==> src/rtl/conv_encoder_punct_pkg.sv <==
// Shared definitions for the punctured convolutional encoder:
// rate codes, default code parameters and puncture period table.
package conv_encoder_punct_pkg;

    typedef enum logic [1:0] {
        RATE_1_2  = 2'b00,
        RATE_2_3  = 2'b01,
        RATE_3_4  = 2'b10,
        RATE_RSVD = 2'b11
    } rate_t;

    typedef enum logic [1:0] {
        OCC_EMPTY = 2'd0,
        OCC_ONE   = 2'd1,
        OCC_TWO   = 2'd2
    } occ_t;

    localparam int         DEF_K  = 7;
    localparam logic [6:0] DEF_G0 = 7'o133;
    localparam logic [6:0] DEF_G1 = 7'o171;

    // Indexed by rate code; the reserved code behaves as rate 1/2.
    localparam logic [1:0] PUNCT_PERIOD [4] = '{2'd1, 2'd2, 2'd3, 2'd1};

    function automatic logic [1:0] punct_period(input rate_t r);
        return PUNCT_PERIOD[r];
    endfunction

endpackage

==> src/rtl/conv_encoder_punct_parity.sv <==
// Masked XOR-reduce of the K-bit encoding vector against one
// generator polynomial.
module conv_parity #(
    parameter int         K = 7,
    parameter logic [K-1:0] G = '0
) (
    input  logic [K-1:0] v,
    output logic         p
);

    assign p = ^(v & G);

endmodule

==> src/rtl/conv_encoder_punct.sv <==
// Rate 1/2 convolutional encoder with 2/3 and 3/4 puncturing and
// a two-entry serialising output buffer.
module conv_encoder_punct
    import conv_encoder_punct_pkg::*;
#(
    parameter int           K  = DEF_K,
    parameter logic [K-1:0] G0 = DEF_G0,
    parameter logic [K-1:0] G1 = DEF_G1
) (
    input  logic       clk,
    input  logic       rst,
    input  logic       in_bit,
    input  logic       in_sof,
    input  logic       in_valid,
    output logic       in_ready,
    input  logic [1:0] rate,
    output logic       out_bit,
    output logic       out_valid,
    input  logic       out_ready
);

    logic [K-2:0] sr_q, sr_d, sr_eff;
    logic [1:0]   phase_q, phase_d, phase_eff, phase_inc;
    rate_t        rate_q, rate_d, rate_eff, rate_n;
    occ_t         occ_q, occ_d;
    logic [1:0]   buf_q, buf_d;
    logic [K-1:0] v;
    logic         code_a, code_b;
    logic         keep_a, keep_b;
    logic         accept, consume;

    assign in_ready  = (occ_q == OCC_EMPTY);
    assign out_valid = (occ_q != OCC_EMPTY);
    assign out_bit   = buf_q[0];
    assign accept    = in_valid & in_ready;
    assign consume   = out_valid & out_ready;

    // A frame start encodes against an empty history at phase 0.
    assign sr_eff    = in_sof ? '0 : sr_q;
    assign phase_eff = in_sof ? 2'd0 : phase_q;
    assign phase_inc = phase_eff + 2'd1;
    assign rate_n    = (rate_t'(rate) == RATE_RSVD) ? RATE_1_2 : rate_t'(rate);
    assign rate_eff  = (phase_eff == 2'd0) ? rate_n : rate_q;

    always_comb begin
        v      = '0;
        v[K-1] = in_bit;
        for (int i = 0; i < K - 1; i++) begin
            v[K-2-i] = sr_eff[i];
        end
    end

    conv_parity #(.K(K), .G(G0)) u_par_a (.v(v), .p(code_a));
    conv_parity #(.K(K), .G(G1)) u_par_b (.v(v), .p(code_b));

    always_comb begin
        keep_a = 1'b1;
        keep_b = 1'b1;
        unique case (rate_eff)
            RATE_2_3: keep_b = (phase_eff != 2'd1);
            RATE_3_4: begin
                keep_b = (phase_eff != 2'd1);
                keep_a = (phase_eff != 2'd2);
            end
            default: ;
        endcase
    end

    always_comb begin
        sr_d    = sr_q;
        phase_d = phase_q;
        rate_d  = rate_q;
        occ_d   = occ_q;
        buf_d   = buf_q;
        if (accept) begin
            sr_d    = {sr_eff[K-3:0], in_bit};
            phase_d = (phase_inc == punct_period(rate_eff)) ? 2'd0 : phase_inc;
            if (phase_eff == 2'd0) begin
                rate_d = rate_n;
            end
            if (keep_a && keep_b) begin
                buf_d = {code_b, code_a};
                occ_d = OCC_TWO;
            end else begin
                buf_d = {1'b0, keep_a ? code_a : code_b};
                occ_d = OCC_ONE;
            end
        end else if (consume) begin
            buf_d = {1'b0, buf_q[1]};
            occ_d = (occ_q == OCC_TWO) ? OCC_ONE : OCC_EMPTY;
        end
    end

    always_ff @(posedge clk or posedge rst) begin
        if (rst) begin
            sr_q    <= '0;
            phase_q <= 2'd0;
            rate_q  <= RATE_1_2;
            occ_q   <= OCC_EMPTY;
            buf_q   <= 2'b00;
        end else begin
            sr_q    <= sr_d;
            phase_q <= phase_d;
            rate_q  <= rate_d;
            occ_q   <= occ_d;
            buf_q   <= buf_d;
        end
    end

endmodule

==> config.mk <==
export PLATFORM = sky130hd
export DESIGN_NAME = conv_encoder_punct
export DESIGN_NICKNAME = d
export VERILOG_FILES = /design/src/rtl/conv_encoder_punct_pkg.sv /design/src/rtl/conv_encoder_punct_parity.sv /design/src/rtl/conv_encoder_punct.sv
export SDC_FILE = /design/constraint.sdc
export NUM_CORES = 1
export LEC_CHECK = 0
export ABC_AREA = 1
export CORE_MARGIN = 10
export CORE_UTILIZATION = 45
export CTS_BUF_LIST = sky130_fd_sc_hd__clkbuf_2
export DETAILED_ROUTE_END_ITERATION = 10
export GPL_TIMING_DRIVEN = 0
export PLACE_DENSITY_LB_ADDON = 0.05
export SYNTH_ARGS = -nofsm -noshare
export SYNTH_HDL_FRONTEND = slang
export SYNTH_SLANG_ARGS = --single-unit
==> constraint.sdc <==
create_clock -name clk -period 5.1 [get_ports clk]
set_input_delay 1.02 -clock clk [delete_from_list [all_inputs] [get_ports clk]]
set_output_delay 1.02 -clock clk [all_outputs]
set_load 0.02 [all_outputs]
Word-level counts from Yosys, hierarchy flattened. Index checks and enable logic that the tools add are counted.

Flip-flop bits (word level): 14. Bits in latches: 0. RAM bits: 0. Memory bits (read-only): 0. Input port bits: 8. Output and inout port bits: 3. Logic and storage cells: 43. Memories: 0.

Add/subtract/negate cells: 1. $mul: 0. Div/mod/pow operators: 0. Order comparisons: 1. Equality and inequality tests: 7. Shift-type cells: 0. Mux-type cells: 18. Bitwise gates (word level): 3. Reduce and logical (&&, ||, !) cells: 8.

Operators by type and width (number): $mux W2 (12); $reduce_xor A7 Y1 (2); $eq A2 B2 Y1 const B (3); $mux W6 (1); $bmux W2 S2 (1); $logic_not A2 Y1 (2); $mux W1 (4); $reduce_bool A2 Y1 (2); $ge A3 B3 Y1 const B (1); $not A2 Y3 (1); $add A2 B1 Y2 const B (1); $and A1 B1 Y1 (2); $eq A2 B1 Y1 const B (1); $eq A2 B2 Y1 (1); $ne A2 B1 Y1 const B (1); $ne A2 B2 Y1 const B (1); $reduce_or A2 Y1 (1); $logic_and A1 B1 Y1 (1).

Depth between registers and ports, before layout. Gate-level depths: netlist (run 1).

Depth in word-level cells: 9. Depth in mapped cells: 14. Depth with buffers taken out: 14.

Hierarchy. From an unflattened synthesis (run 1), not the netlist that was laid out.

Cells, all modules: 138. Area, all modules: 1019.7 µm².

Modules (own cells, without submodules): conv_encoder_punct (times used 1, cells an instance 109, area each 884.6 µm², sequential area each 350.3 µm²); conv_parity at u_par_b (times used 1, cells an instance 15, area each 70.1 µm², sequential area each 0.0 µm²); conv_parity at u_par_a (times used 1, cells an instance 14, area each 65.1 µm², sequential area each 0.0 µm²).

Worst setup path before layout (run 1). OpenSTA, ideal clock, no wires.

Path type: input-to-reg. Start: input in_sof. End: register buf_q[1]. Library setup time: 0.078 ns. Arrival time: 2.488 ns. Data required time: 5.022 ns. Slack: 2.534 ns. Stages: 11. Buffers on the path: 0. Path through: nor2_1 -> inv_1 -> ha_1 -> nand3_1 -> o21ai_0 -> ha_1 -> inv_1 -> a21oi_1 -> nand2_1 -> a21oi_1 -> o21bai_1.

Cells in the longest elaborated chain, start to end: 9. Elaborated cells on any way between the ends: 15. Classes of those cells: eq/ne: 4; mux: 7; reduce/logical: 4.

Ends and longest elaborated chain: start: declaration (line conv_encoder_punct.sv:13) `input logic in_sof,`; $mux W2 (*) (line conv_encoder_punct.sv:40) `assign phase_eff = in_sof ? 2'd0 : phase_q;`; $logic_not A2 Y1 (*) (line conv_encoder_punct.sv:43) `assign rate_eff = (phase_eff == 2'd0) ? rate_n : rate_q;`; $mux W2 (*); net rate_eff[1] (line conv_encoder_punct.sv:24) `rate_t rate_q, rate_d, rate_eff, rate_n;`; $eq A2 B2 Y1 or $eq A2 B1 Y1 (tied branches) (line conv_encoder_punct.sv:59) `unique case (rate_eff)`; $reduce_or A2 Y1 (no line); $mux W1; $logic_and A1 B1 Y1 (*) (line conv_encoder_punct.sv:81) `if (keep_a && keep_b) begin`; $mux W2 (*) (line conv_encoder_punct.sv:81); $mux W2 (*) (line conv_encoder_punct.sv:75) `if (accept) begin`; end signal: assignment (line conv_encoder_punct.sv:106) `buf_q <= buf_d;`; end: declaration (line conv_encoder_punct.sv:26) `logic [1:0] buf_q, buf_d;`.

The timed path passes the listed nets; every way through them passes the cells marked *. A chain may end at the register's enable or synchronous reset.

Worst setup path after layout (run 1). Ends and elaborated chain as after synthesis.

==> results.py, run 1 <==
metrics = {
    "grt": {
        "first_global_vias": 739,
        "grt_pass1_wl_mm": 2.987,
        "grtUsageTotal": 0.08763,
        "grt-ovfl-total": 0,
        "grt_antenna_before_repair": 0,
        "grt_max_degree": 15,
    },
    "timing": {
        "timing.fmax_mhz": 326.3,
        "setup_viol": 0,
        "holdWs_ns": 0.5082,
        "period_share": 0.6010,
        "slew_violations": 0,
        "tightest_slew_ns": 0.5672,
        "fin_skew_ns": 0.01249,
        "rsz0062_at_grt": "false",
        "fin_setup_tns_ns": 0,
        "fin_crit_ns": 3.065,
        "slew_headroom": 0.6215,
        "finalHoldViolCount": 0,
        "setup_ws_ns": 2.035,
    },
    "status": {
        "status": "finished, final reports clean",
    },
    "die": {
        "core_area_sq_um": 1783,
        "initial_utilization": 0.4912,
        "ios": 11,
        "die_area_sq_um": 4111,
        "die_x_microns": 64.12,
        "die_y_microns": 64.12,
        "row_count": 15,
    },
    "synth": {
        "synth_area_leaders": "dfrtp_1 (40%), nand2_1 (12%), inv_1 (9.4%), nand3_1 (7.4%), ha_1 (7.1%)",
        "synth_area_sq_um": 875.8,
        "postSynthCellCount": 119,
        "synth_mux_area_frac": 0,
        "synth_cell_types": 20,
        "netlist.area_leader.share": 0.4000,
        "syn_avg_cell_area_sq_um": 7.360,
        "synthSimpleGateAreaFrac": 0.2843,
        "synth_xor_area_frac": 0.01000,
        "synth_adder_area_share": 0.07143,
        "synth_warnings": 0,
        "synth_seq_cells": 14,
        "synth_top_family_by_area": "simple AND/OR/NAND/NOR gates",
        "synth_compound_area_frac": 0.1200,
        "synth_top_area_cell": "dfrtp_1",
        "yosysSeqAreaShare": 0.4000,
        "syn-num-nets": 132,
    },
    "power": {
        "p_sw_frac": 0.4404,
        "power.total_w": 0.0004772,
        "combinationalPowerShare": 0.510,
        "pwr-share-clk": 0.117,
        "ir_drop_mv": 0.1887,
        "power_switching_w": 0.0002102,
        "seqPwrFrac": 0.373,
        "internal-power_w": 0.0002671,
        "p_leak_nw": 0.5364,
        "power_density_nw_per_um2": 465.1,
    },
    "drt": {
        "route.detailed.drc": 0,
        "route.antenna.remaining_nets": 0,
        "wl_mm": 1.770,
        "avgViaCountPerCell": 4.829,
        "wl_per_cell_microns": 11.20,
        "vias": 763,
        "drtIter0Drc": 24,
        "firstDrtPassIters": 4,
    },
    "placed_design": {
        "portBuffers": 10,
        "dpl.cell_count": 154,
        "place_ws_ns": 1.713,
        "dp_hpwl_mm": 1.394,
        "gp_congestion": 0.7643,
    },
    "clocking": {
        "clockRootBuffer": "clkbuf_2",
        "clk_path_buf_depth": 2,
        "clk_latency_ns": 0.29,
        "cts.sink_count": 14,
        "cts_buffers": 3,
        "hold_buffers": 0,
        "path_clk_slew_ns": 0.15,
        "post-cts-setup-buffer-count": 0,
        "cts_tree": "yes",
        "cts_resized": 0,
        "htreeDepth": 1,
    },
    "run": {
        "maxCapViolations": 0,
    },
    "setup_path": {
        "cp.arrival_ns": 3.30,
        "cp-start-kind": "input pin",
        "cp_max_fo": 5,
        "required_ns": 5.33,
        "path_class": "input pin to flip-flop",
        "critPathCaptureType": "flip-flop",
    },
    "finish": {
        "area_growth_pct": 17.14,
        "nFillCells": 168,
        "final_nets": 147,
        "fin_cells": 158,
        "antenna-diode-count": 0,
        "final_layout_size_suffix_gt1_frac": 0.1053,
    },
    "hold_path": {
        "hp-class": "flip-flop to flip-flop",
    },
}
placed cells by master, fill, tap and decap left out, drive strengths merged:
cell,instances
clkinv,1
ha,5
clkdlybuf4s50,10
xnor2,1
o21bai,1
inv,24
nand4,1
o31ai,1
dfrtp,14
o21ai,12
a21oi,4
nor2,5
nand3,16
buf,2
o22ai,1
nand2,31
clkbuf,3
nor3,1
sequential cells by signal, indices dropped and copies added, names as in the netlist:
name	cells
sr_q	6
buf_q	2
occ_q	2
phase_q	2
rate_q	2
logic make-up (layout without fill, tap and decap cells):
family | count (synthesis) | in the layout
simple gates | 54 | 54
buf+inv | 26 | 40
compound gates | 19 | 19
flops | 14 | 14
fa+ha+maj | 5 | 5
xor+xnor | 1 | 1
synthesized netlist by cell type:
master    count
dfrtp_1      14
a21oi_1       3
o21bai_1      1
inv_1        22
buf_2         2
o22ai_1       1
nand3_2       3
ha_1          5
a21oi_2       1
nand2_2       2
o21ai_0      12
o31ai_1       1
nand4_1       1
nand2_1      29
nor3_1        1
nand3_1      13
nor2_2        1
inv_2         2
nor2_1        4
xnor2_1       1
power by group through the flow:
stage | registers (W) | logic [W] | clock network, W
detailed placement | 0.000181 | 0.000245 | 0
CTS | 0.000178 | 0.000247 | 0.0000564
finish | 0.000178 | 0.000243 | 0.0000557
global placement | 0.000179 | 0.000240 | 0
floorplan | 0.000180 | 0.000173 | 0
global route | 0.000184 | 0.000279 | 0.0000624
area by class of cell:
cell class	instances	area [sq um]	share of cell area
inverter	24	90.09	0.08781
tap	25	31.28	0.03049
multi-input combinational	79	425.4	0.4146
clock buffer	3	15.01	0.01463
clock inverter	1	3.754	0.003659
timing repair buffer	10	100.1	0.09756
sequential	14	350.3	0.3415
buffer	2	10.01	0.009756
stage by stage:
| stage | util | instance area (sq um) |
|---|---|---|
| 6_report | 0.5754 | 1026 |
| 2_1_floorplan | - | 875.8 |
| 3_3_place_gp | 0.5649 | 1007 |
| 4_1_cts | 0.5754 | 1026 |
| 3_5_place_dp | 0.5649 | 1007 |
| 5_1_grt | 0.5754 | 1026 |
path summary, 6_finish.rpt:
| check | from | endpoint | slack [ns] | cells past startpoint |
|---|---|---|---|---|
| min in group asynchronous | rst | sr_q[0] | 1.06 | 2 |
| worst max register to register | phase_q[0] | buf_q[1] | 2.97 | 12 |
| worst max-delay path | in_sof | buf_q[1] | 2.04 | 12 |
| worst min-delay path | rate_q[0] | rate_q[0] | 0.51 | 2 |
| max in group asynchronous | rst | phase_q[0] | 3.66 | 2 |
| worst min register to register | rate_q[0] | rate_q[0] | 0.51 | 2 |
per-layer routing:
layer | vias to the layer above | wire, microns | track usage
li1 | 407 | - | -
met1 | 340 | 842 | 0.1022
met2 | 12 | 843 | 0.1468
met3 | 4 | 56 | 0.01742
met4 | 0 | 27 | 0.04813
met5 | - | 0 | 0
critical path, stage by stage:
cell             delay [ns]
clkdlybuf4s50_1        0.51
nor2_1                 0.27
inv_1                  0.12
ha_1                   0.24
nand3_1                0.08
o21ai_0                0.14
ha_1                   0.33
inv_1                  0.05
a21oi_1                0.20
nand2_1                0.10
a21oi_1                0.11
o21bai_1               0.11
Power figures use the tool's default switching activity.
==> inputs of run 2 (changes only) <==
- clock period: 5.1 -> 2.6 ns (I/O delays scaled with it)
==> run 2 against run 1 <==
  * Global-route usage unchanged
  * Via count down 0.39%
  * Clock skew about the same
  * Setup slack worse by 1.6 ns
  * Hold slack about the same
  * Wire length up 1.4%
  * Sequential share of layout area down 0.33 points
  * Die area unchanged
  * Count of clock-buffer cells in the layout unchanged
  * Final cell count unchanged
  * Power up 97%
  * First-iteration DRC count down 33%
  * Critical path type unchanged
==> results.py, run 2 (synthesis results as in run 1) <==
metrics = {
    "setup_path": {
        "path_class": "input pin to flip-flop",
        "reg2reg_slack_ns": 0.50,
        "r2r_start": "phase_q[0]",
        "path_cells": "dlymetal6s2s_1 -> nor2_1 -> inv_1 -> ha_1 -> inv_1 -> nor3_1 -> a21oi_1 -> ha_1 -> inv_1 -> a21oi_1 -> nand2_1 -> a21oi_1 -> o21bai_1",
        "critPathSlowestCell": "ha_1",
        "cp.arrival_ns": 2.39,
        "crit_path_start": "in_sof",
        "critPathCaptureType": "flip-flop",
        "required_ns": 2.83,
        "r2r_cells": 13,
        "crit_buf_inv": 4,
        "cp-start-kind": "input pin",
        "critPathTopFamily": "compound AO/OA/AOI/OAI gates",
        "cp_max_fo": 5,
        "r2r-end": "buf_q[1]",
        "crit_path_max_incr_delay_ns": 0.31,
    },
    "timing": {
        "fin_skew_ns": 0.01297,
        "timing.fmax_mhz": 464.3,
        "rsz0062_at_grt": "false",
        "period_share": 0.8283,
        "finalHoldViolCount": 0,
        "holdWs_ns": 0.5083,
        "fin_setup_tns_ns": 0,
        "fin_crit_ns": 2.154,
        "slew_headroom": 0.6218,
        "tightest_slew_ns": 0.5667,
        "setup_viol": 0,
        "slew_violations": 0,
    },
    "hold_path": {
        "whs_path_depth": 2,
        "hold_start": "rate_q[0]",
        "hold_end": "rate_q[0]",
        "hp-class": "flip-flop to flip-flop",
    },
    "finish": {
        "largest_reg_flops": 6,
        "final_nets": 147,
        "mostFrequentLayoutCells": "nand2_1 (29), inv_1 (22), dfrtp_1 (14)",
        "fin_area_sq_um": 1036,
        "final_layout_size_suffix_gt1_frac": 0.1128,
        "layout_commonest_cell": "nand2_1",
        "antenna-diode-count": 0,
        "area_growth_pct": 18.29,
        "fin_cells": 158,
        "largest-register": "sr_q",
        "nFillCells": 168,
    },
    "placed_design": {
        "dpl.cell_count": 154,
        "dp_hpwl_mm": 1.394,
        "portBuffers": 10,
        "dpl_cell_area_sq_um": 1007,
        "gp_congestion": 0.7643,
    },
    "drt": {
        "avgViaCountPerCell": 4.810,
        "vias": 760,
        "route.antenna.remaining_nets": 0,
        "wl_mm": 1.794,
        "drtIter0Drc": 16,
        "wl_per_cell_microns": 11.35,
        "route.detailed.drc": 0,
        "firstDrtPassIters": 4,
    },
    "die": {
        "core_area_sq_um": 1783,
        "initial_utilization": 0.4912,
        "ios": 11,
        "die_area_sq_um": 4111,
        "die_y_microns": 64.12,
        "row_count": 15,
        "die_x_microns": 64.12,
    },
    "grt": {
        "first_global_vias": 739,
        "grt_pass1_wl_mm": 2.987,
        "grtUsageTotal": 0.08763,
        "grt_max_degree": 15,
        "grt_antenna_before_repair": 0,
        "grt-ovfl-total": 0,
    },
    "run": {
        "maxCapViolations": 0,
    },
    "clocking": {
        "post-cts-setup-buffer-count": 0,
        "clk_latency_ns": 0.29,
        "cts_buffers": 3,
        "cts.sink_count": 14,
        "htreeDepth": 1,
        "cts_tree": "yes",
        "clockRootBuffer": "clkbuf_2",
        "path_clk_slew_ns": 0.15,
        "cts_resized": 0,
        "clk_path_buf_depth": 2,
        "hold_buffers": 0,
    },
    "power": {
        "ir_drop_mv": 0.3805,
        "power_density_nw_per_um2": 909.7,
        "p_leak_nw": 0.5461,
        "power.total_w": 0.0009424,
    },
    "status": {
        "status": "finished, final reports clean",
    },
}
-- run 2: layout make-up --
cell class	count	area, sq um	area share
repair buffers	10	102.6	0.09903
multi-input cells	79	432.9	0.4179
inverters	24	90.09	0.08696
clock inverters	1	3.754	0.003623
flip-flops and latches	14	350.3	0.3382
well taps	25	31.28	0.03019
plain buffers	2	10.01	0.009662
clock buffers	3	15.01	0.01449
-- run 2: power by group --
part	internal [W]	switching, W	total, W
clock	0.0000334	0.0000757	0.000109
sequential	0.000299	0.0000509	0.000350
combinational	0.000193	0.000290	0.000483
-- run 2: metrics by stage --
step | utilization | setup slack [ns]
final | 0.5811 | 0.4464
after global routing | 0.5811 | 0.2477
after CTS | 0.5754 | 0.01243
after detailed placement | 0.5649 | -0.2873
after global placement | 0.5649 | -0.2319
after floorplan | - | 0.5339
-- run 2: worst max-delay path by stage --
stage	end	slack, ns	cells past startpoint
2_1_floorplan	buf_q[1]	0.53	11
3_3_place_gp	buf_q[1]	-0.23	12
3_5_place_dp	buf_q[1]	-0.29	12
4_1_cts	buf_q[1]	0.01	12
5_1_grt	buf_q[1]	0.25	13
6_report	buf_q[1]	0.45	13
-- run 2: worst register-to-register path, stage by stage (launching register included) --
cell and delay (ns):
dfrtp_1 0.39, inv_1 0.10, nor2_4 0.05, inv_1 0.11
ha_1 0.20, inv_1 0.06, nor3_1 0.16, a21oi_1 0.09
ha_1 0.31, inv_1 0.05, a21oi_1 0.20, nand2_1 0.10
a21oi_1 0.11, o21bai_1 0.11
-- run 2: metal layers --
metal / share of wire / track usage / wire length, microns / vias to the layer above
met5: 0 / 0 / 0 / -
met4: 0.017 / 0.04813 / 31 / 0
met3: 0.031 / 0.01742 / 56 / 4
met2: 0.47 / 0.1468 / 851 / 12
met1: 0.48 / 0.1022 / 855 / 337
li1: - / - / - / 407
==> inputs of run 3 (changes only) <==
- clock period: 2.6 -> 1.8 ns (I/O delays scaled with it)
==> run 3 against run 2 <==
  * The run now ends with negative setup slack left
  * Core utilization rose by 5.4 points
  * Count of clock-buffer cells in the layout unchanged
  * Setup slack got worse by 0.46 ns
  * Clock skew fell by 0.0067 ns
  * Hold slack worse by 0.12 ns
  * Combinational power rose by 70%
  * Via count is 4.9% higher
  * Critical path depth is the same
  * Die area is the same
  * Final area rose by 9.3%
  * Critical endpoint unchanged
  * Largest power group unchanged
  * Highest routed layer unchanged
==> results.py, run 3 (synthesis results as in run 1) <==
metrics = {
    "drt": {
        "drtIter0Drc": 32,
        "firstDrtPassIters": 4,
        "route.detailed.drc": 0,
        "route.antenna.remaining_nets": 0,
        "wl_mm": 1.905,
        "avgViaCountPerCell": 4.920,
        "met1Wirelength_microns": 906,
        "wl_per_cell_microns": 11.76,
        "vias": 797,
        "dr.max_layer_used": "met4",
        "wl_met3_microns": 30,
        "wl_met2_microns": 955,
    },
    "clocking": {
        "cts_tree": "yes",
        "clk_latency_ns": 0.29,
        "cts.sink_count": 14,
        "htreeDepth": 1,
        "clk_path_buf_depth": 2,
        "path_clk_slew_ns": 0.16,
        "cts_buffers": 3,
        "clockRootBuffer": "clkbuf_2",
    },
    "timing": {
        "finalHoldViolCount": 0,
        "fin_setup_tns_ns": -0.01282,
        "period_share": 1.007,
        "rsz0062_at_grt": "true",
        "slew_headroom": 0.6379,
        "slew_violations": 0,
        "setup_viol": 1,
        "timing.fmax_mhz": 551.6,
        "tightest_slew_ns": 0.5425,
        "holdWs_ns": 0.3874,
        "setup_ws_ns": -0.01282,
        "fin_skew_ns": 0.006265,
        "fin_crit_ns": 1.813,
    },
    "setup_path": {
        "cp-start-kind": "flip-flop",
        "required_ns": 2.03,
        "r2r_cells": 13,
        "r2r-end": "buf_q[1]",
        "critPathCaptureType": "flip-flop",
        "cp_max_fo": 3,
        "path_class": "flip-flop to flip-flop",
        "r2r_start": "phase_q[0]",
        "reg2reg_slack_ns": -0.01,
        "cp.arrival_ns": 2.04,
    },
    "placed_design": {
        "dpl_cell_area_sq_um": 1016,
        "portBuffers": 10,
        "dp_hpwl_mm": 1.406,
        "gp_congestion": 0.7904,
    },
    "die": {
        "die_area_sq_um": 4111,
        "die_x_microns": 64.12,
        "die_y_microns": 64.12,
        "initial_utilization": 0.4912,
        "ios": 11,
        "row_count": 15,
        "core_area_sq_um": 1783,
    },
    "power": {
        "ir_drop_mv": 0.6533,
        "power.total_w": 0.001496,
        "p_leak_nw": 0.5651,
        "power_density_nw_per_um2": 1321,
    },
    "finish": {
        "final_layout_size_suffix_gt1_frac": 0.2701,
        "fin_area_sq_um": 1132,
        "area_growth_pct": 29.29,
        "largest-register": "sr_q",
        "mostFrequentLayoutCells": "nand2_1 (28), inv_1 (15), dfrtp_1 (14)",
        "layout_commonest_cell": "nand2_1",
        "largest_reg_flops": 6,
        "nFillCells": 159,
        "final_nets": 151,
        "antenna-diode-count": 0,
        "final_core_util": 0.6351,
    },
    "grt": {
        "grt_max_degree": 15,
        "grt_pass1_wl_mm": 3.194,
        "grtUsageTotal": 0.09499,
        "grt-ovfl-total": 0,
        "grt_antenna_before_repair": 0,
        "first_global_vias": 779,
    },
    "hold_path": {
        "hp-class": "input pin to async pin",
    },
    "status": {
        "status": "finished with violations",
        "violations": "negative setup slack",
    },
    "run": {
        "maxCapViolations": 0,
    },
}
==> run 3: cell count changes in the layout (fill, tap and decap cells not counted), moves of 3 or more <==
cell / previous run / this run
o21ai_0: 12 / 9
buf_4: 0 / 4
inv_1: 22 / 15
a21oi_1: 3 / 0
o21ai_1: 0 / 3
inv_2: 2 / 8
==> run 3: final cells by class <==
class | count | area [sq um] | share of cell area
timing repair buffer | 14 | 128.9 | 0.1138
sequential | 14 | 350.3 | 0.3094
tap | 25 | 31.28 | 0.02762
multi-input combinational | 79 | 500.5 | 0.4420
buffer | 2 | 10.01 | 0.008840
inverter | 24 | 92.59 | 0.08177
clock inverter | 1 | 3.754 | 0.003315
clock buffer | 3 | 15.01 | 0.01326
==> run 3: how the worst max path moves through the flow <==
stage	slack (ns)	endpoint	cells after the start	startpoint
2_1_floorplan	0.02	buf_q[1]	12	in_sof
3_3_place_gp	-0.76	buf_q[1]	13	in_sof
3_5_place_dp	-0.77	buf_q[1]	13	in_sof
4_1_cts	-0.03	buf_q[1]	12	phase_q[1]
5_1_grt	-0.11	buf_q[1]	13	phase_q[1]
6_report	-0.01	buf_q[1]	13	phase_q[0]
==> run 3: stage by stage <==
stage	setup WS, ns	cells
5_1_grt	-0.1067	162
6_report	-0.01282	162
4_1_cts	-0.02862	162
2_1_floorplan	0.02111	119
3_3_place_gp	-0.7619	154
3_5_place_dp	-0.7677	154
==> run 3: power breakdown <==
group	internal [W]	switching (W)	total (W)
clock network	0.0000483	0.000113	0.000161
registers	0.000432	0.0000831	0.000515
logic	0.000328	0.000491	0.000819
total	0.000808	0.000687	0.00150
==> run 3: repair_timing <==
item,CTS,global route
setup buffers,4,0
resized for setup,16,11
endpoints found under the setup margin,8,6
pin swaps,8,4
gates cloned,0,0
hold buffers,0,0
==> run 3: routing by layer <==
layer / vias up / global-route usage
met5: - / 0
met4: 0 / 0.04011
met3: 2 / 0.02091
met2: 8 / 0.1716
met1: 373 / 0.1040
li1: 414 / -
==> run 3: critical path, cell delays in order (launching register included) <==
cell	delay, ns
dfrtp_1	0.40
inv_2	0.07
nor2_4	0.04
inv_2	0.07
ha_4	0.16
inv_4	0.04
nor3_4	0.11
a21oi_2	0.06
ha_1	0.32
inv_2	0.06
a21oi_4	0.14
nand2_2	0.08
a21oi_2	0.09
o21bai_1	0.10
